**config.mk**
```make
export PLATFORM = sky130hd
export DESIGN_NAME = pipe_stage_reg
export DESIGN_NICKNAME = d
export VERILOG_FILES = /design/src/rtl/pipe_stage_reg.sv
export SDC_FILE = /design/constraint.sdc
export NUM_CORES = 1
export LEC_CHECK = 0
export CORE_MARGIN = 2
export CORE_UTILIZATION = 35
export CTS_CLUSTER_SIZE = 25
export DETAILED_ROUTE_END_ITERATION = 10
export HOLD_SLACK_MARGIN = 0.12
export PLACE_DENSITY_LB_ADDON = 0.12
export SLEW_MARGIN = 10
export SYNTH_ARGS = -nofsm -noshare
export SYNTH_HDL_FRONTEND = slang
export SYNTH_SLANG_ARGS = --single-unit
```
**constraint.sdc**
```tcl
create_clock -name clk -period 2.8 [get_ports clk]
set_clock_uncertainty 0.15 [all_clocks]
set_input_delay 0.56 -clock clk [delete_from_list [all_inputs] [get_ports clk]]
set_output_delay 0.56 -clock clk [all_outputs]
set_load 0.05 [all_outputs]
```
**src/rtl/pipe_stage_reg.sv**
```systemverilog
// Valid/ready pipeline stage register with a two-entry skid buffer, hazard stall and flush-to-NOP.
// Optional saturating stall counter enabled by defining PIPE_STAGE_STALL_CNT_EN.
module pipe_stage_reg #(
    parameter int                DATA_W    = 64,
    parameter logic [DATA_W-1:0] FLUSH_VAL = {DATA_W{1'b0}},
    parameter int                CNT_W     = 16
) (
    input  logic              clk,
    input  logic              rst,
    input  logic              in_valid,
    output logic              in_ready,
    input  logic [DATA_W-1:0] in_data,
    output logic              out_valid,
    input  logic              out_ready,
    output logic [DATA_W-1:0] out_data,
    input  logic              stall,
    input  logic              flush,
    output logic [CNT_W-1:0]  stall_count
);

    typedef enum logic [1:0] {
        EMPTY = 2'd0,
        FULL  = 2'd1,
        SKID  = 2'd2
    } state_e;

    state_e            state_q, state_d;
    logic [DATA_W-1:0] main_data_q, main_data_d;
    logic [DATA_W-1:0] skid_data_q, skid_data_d;
    logic              main_valid, skid_valid;
    logic              accept, drain;

    assign main_valid = (state_q != EMPTY);
    assign skid_valid = (state_q == SKID);

    // in_ready depends only on registered state and stall, never on out_ready.
    assign in_ready  = !skid_valid && !stall;
    assign out_valid = main_valid && !stall;
    assign out_data  = main_data_q;
    assign accept    = in_valid && in_ready;
    assign drain     = out_valid && out_ready;

    always_comb begin
        state_d     = state_q;
        main_data_d = main_data_q;
        skid_data_d = skid_data_q;
        if (flush) begin
            state_d     = EMPTY;
            main_data_d = FLUSH_VAL;
            skid_data_d = FLUSH_VAL;
        end else if (!stall) begin
            case (state_q)
                EMPTY: begin
                    if (accept) begin
                        state_d     = FULL;
                        main_data_d = in_data;
                    end
                end
                FULL: begin
                    if (accept && drain) begin
                        main_data_d = in_data;
                    end else if (accept) begin
                        state_d     = SKID;
                        skid_data_d = in_data;
                    end else if (drain) begin
                        state_d = EMPTY;
                    end
                end
                SKID: begin
                    if (drain) begin
                        state_d     = FULL;
                        main_data_d = skid_data_q;
                    end
                end
                default: state_d = EMPTY;
            endcase
        end
    end

    always_ff @(posedge clk) begin
        if (rst) begin
            state_q     <= EMPTY;
            main_data_q <= FLUSH_VAL;
            skid_data_q <= FLUSH_VAL;
        end else begin
            state_q     <= state_d;
            main_data_q <= main_data_d;
            skid_data_q <= skid_data_d;
        end
    end

`ifdef PIPE_STAGE_STALL_CNT_EN
    logic [CNT_W-1:0] cnt_q, cnt_d;

    // Counts hazard stalls and downstream backpressure; saturates, cleared only by rst.
    always_comb begin
        cnt_d = cnt_q;
        if ((stall || (main_valid && !out_ready)) && (cnt_q != {CNT_W{1'b1}}))
            cnt_d = cnt_q + CNT_W'(1);
    end

    always_ff @(posedge clk) begin
        if (rst) cnt_q <= '0;
        else     cnt_q <= cnt_d;
    end

    assign stall_count = cnt_q;
`else
    assign stall_count = '0;
`endif

endmodule

```
## After elaboration in Yosys (flattened, before gate mapping)

Cells that the tools add are included.

- Register bits: 130
- Input bits: 70
- Output and inout bits: 82

- Equality and inequality tests: 7
- Muxes and demuxes: 10
- Bitwise logic cells: 2
- Reduce and logical (&&, ||, !) cells: 14

Operators by type and width:

| operator | number |
|---|---|
| 2-to-1 mux 64 bit | 3 |
| case mux 64 bit (3 select lines) | 1 |
| 2-to-1 mux 2 bit | 5 |
| AND reduction 5 bit | 2 |
| inequality test 2 bit (second input constant) | 3 |
| case mux 2 bit (3 select lines) | 1 |
| logical AND 1 bit | 5 |
| AND reduction 4 bit | 1 |
| inequality test 3 bit (second input constant) | 1 |
| nonzero test 3 bit | 1 |
| == test 2 x 1 -> 1 bit (second input constant) | 1 |
| == test 2 bit (second input constant) | 1 |
| logical NOT 1 bit | 2 |
| logical NOT 2 bit | 1 |
| inequality test 2 x 1 -> 1 bit (second input constant) | 1 |
| inverter 1 bit | 2 |
| nonzero test 2 bit | 1 |
| OR reduction 2 bit | 1 |

## Logic depth before layout (Yosys ltp)

- Depth after elaboration: 7
- Gate-level depth with buffers: 7
- Mapped depth without buffers: 4

## Worst setup path before layout

No wires, ideal clock.

- Path kind: input to output
- From: input port stall
- To: output port in_ready
- Arrival time: 1.755 ns
- Data required time: 2.090 ns
- Setup slack: 0.335 ns
- Cell stages on the path: 4
- Cells stage by stage: buf_4 clkbuf_1 clkbuf_1 nor2b_1

- Word-level cells in the longest chain between the ends: 2

Ends and longest elaborated chain:

| element | line | RTL |
|---|---|---|
| from (decl) | 16 | `input logic stall,` |
| logical NOT 1 bit | - |  |
| logical AND 1 bit | 37 | `assign in_ready = !skid_valid && !stall;` |
| to (decl) | 11 | `output logic in_ready,` |

No other way between the ends.

## Final worst setup path

- From: register main_data_q[37], in the netlist out_data[37]
- To: output port out_data[37]

RTL lines:

| element | line | RTL |
|---|---|---|
| from (decl) | 28 | `logic [DATA_W-1:0] main_data_q, main_data_d;` |
| from (signal assigned) | 87 | `main_data_q <= main_data_d;` |
| to (decl) | 15 | `output logic [DATA_W-1:0] out_data,` |

No word-level cell between the ends.

==> results.txt <==
outcome: finished, final reports clean
nets: 854
Port Buffers: 135
Gate power share: 10.4%
clk root buf: clkbuf_16
crit-path max FO: 2
CTS resizes: 0
most frequent cells in the layout: 193 x nand2_1, 132 x clkdlybuf4s50_1, 130 x dfxtp_1
1st-iter DRT viols: 346
Detailed Place HPWL: 9540 um
die width: 134 um
die area: 17,800 um^2
number of global-route vias before repair: 4,854
grt peak-use layer: met2
Rows: 47
vias: 5,170
routability cong.: 0.766
first-pass GRT wire length: 25,100 um
most common cell after layout, fill and taps aside: nand2_1
die height: 134 um
maxcap violations: 0
final-layout fill cell count: 1,527
Synth-to-Final Area Change: 34.9%
GR Util met2: 29.1%
Gate Count Post-Synth: 686
sequential cell area: 2600 um^2
crit-path cells: clkdlybuf4s50_1
Max IR drop VDD: 0.000383 V
sw power: 1100 uW
HP Class: reg2reg
area of the multi-input gates: 2870 um^2
Area after DPL: 7320 um^2
R2R Path End: out_data[9]
number of diodes: 0
fin crit share: 83.2%
clock latency on the worst-skew pair: 0.41 ns
post-route minimum period: 2.33 ns
leading area contributor after synthesis: dfxtp_1
Ports: 152
CP top delay family: buffers and inverters
post-synthesis sequential area ratio: 44.3%
Worst setup SP type: register
Worst path slowest cell: clkdlybuf4s50_1
setup_tns: 0 ns
FF-to-FF Start: state_q[0]
endpoints failing hold: 0
antenna-violating nets left: 0
post-cts hold buffer count: 0
met3 usage: 4.15%
H-tree levels: 4
synth warn: 0
Mapped Avg Cell Area: 8.56 um^2
Setup Fix Bufs, Post-CTS: 0
Hold Startpoint: skid_data_q[63]
Static Leak: 0.00336 uW
DR vias/cell: 5.08
post-DR wirelength/cell: 15.1 um
Synth Cell Area: 5870 um^2
cts bufs inserted: 17
Data arrival, critical path: 1.62 ns
Pint: 3470 uW
DR pass1 iterations: 4
# setup viols final: 0
WHS Endpoint: skid_data_q[63]
RSZ-0062 raised after global routing: false
WP buf/inv: 1
hold depth: 2
share of cells above drive strength 1: 6.90%
CTS clock-pin slew for the worst setup and hold paths: 0.06 ns
crit path capture type: output port
R2R setup slack: 0.88 ns
initial core utilization: 35.7%
Slew @ Worst Pin: 0.550 ns
GRT Residual Overflow: 0
Fmax achieved: 0.429 GHz
GRT Total Usage: 17.5%
Largest stage delay, worst path: 0.85 ns
initial antenna violation count: 0
Req. time, crit path: 2.09 ns
Switching Fraction: 24.1%
clk sinks: 130
Final Max Slew Viols: 0
WS Path Type: reg2out
sequential share of power: 41.3%
final cell area excluding filler cells: 7920 um^2
Synth top area share: 44.3%
pin count of the biggest net entering global routing: 79
CTS tree: yes
clock power share: 48.3%
cell count of the worst reg-to-reg path: 5
PwrDens: 578 nW/um^2
synthesized flop and latch total: 130
met1 usage: 22.2%
routed wire length: 15,400 um
critical path launch point: out_data[37]
top cells by area, synth: dfxtp_1 44%, nand2_1 12%, mux2i_1 11%
Rel. slew slack: 63.2%
synth unique cells: 24
DRC Markers: 0
Clock Tree Buf Depth: 2
core area: 16,500 um^2
[kinds of logic (layout without fill, tap and decap cells)]
family / after synthesis / in the layout / share of synthesized area (%)
compound gates: 134 / 134 / 14.2
xor+xnor: 1 / 1 / 0.149
other cells: 1 / 16 / 0.0639
flops: 130 / 130 / 44.3
simple gates: 270 / 270 / 21.8
buf+inv: 86 / 182 / 8.52
mux: 64 / 64 / 10.9
[power groups by stage]
| stage | clock network, uW | logic, uW | registers (uW) |
|---|---|---|---|
| 6_report | 2210 | 478 | 1890 |
| 2_1_floorplan | 0 | 219 | 2000 |
| 3_5_place_dp | 0 | 479 | 1930 |
| 5_1_grt | 2340 | 510 | 1890 |
| 3_3_place_gp | 0 | 474 | 1930 |
| 4_1_cts | 2270 | 481 | 1890 |
[synth_stat cells, drive strengths merged]
library cell,n
or3,1
o21ai,2
clkbuf,33
nor2b,1
nand2b,3
or2,1
inv,1
nand2,193
o211ai,64
a211o,1
nor2,5
and3b,1
buf,52
conb,1
xor2,1
a31oi,1
mux2i,64
nor3,1
a21oi,66
dfxtp,130
or4,64
[final cells by class]
class	count	share of cell area (%)
Clock inverter	10	1.33
Sequential cell	130	32.9
Multi-Input combinational cell	485	36.2
Inverter	1	0.0474
Tap cell	220	3.48
Timing Repair Buffer	149	19.9
Clock buffer	22	6.24
[state kept, by name, summed over array words and instances, names as in the netlist]
| register | flops |
|---|---|
| state_q | 2 |
| out_data | 64 |
| skid_data_q | 64 |
[per-stage QoR]
stage	setup WS (ns)	total power (uW)	util, %	hold WS, ns	instances
2_1_floorplan	0.335	2220	-	0.286	701
3_3_place_gp	0.286	2400	44.5	0.291	985
3_5_place_dp	0.224	2410	44.5	0.296	985
4_1_cts	0.441	4640	48.1	0.303	1017
5_1_grt	0.430	4740	48.1	0.321	1017
6_report	0.471	4580	48.1	0.301	1017
[worst max-delay path by stage]
stage,end,cells after the start
after CTS,out_data[37],1
after detailed placement,out_data[40],6
final,out_data[37],1
after floorplan,in_ready,4
after global routing,out_data[37],1
after global placement,out_data[34],6
[routing by layer]
layer	vias to the layer above	routed length, um
met2	116	7330
met4	0	210
met3	13	711
met1	2442	7100
met5	-	0
li1	2599	-
(Power assumes the default switching activity.)
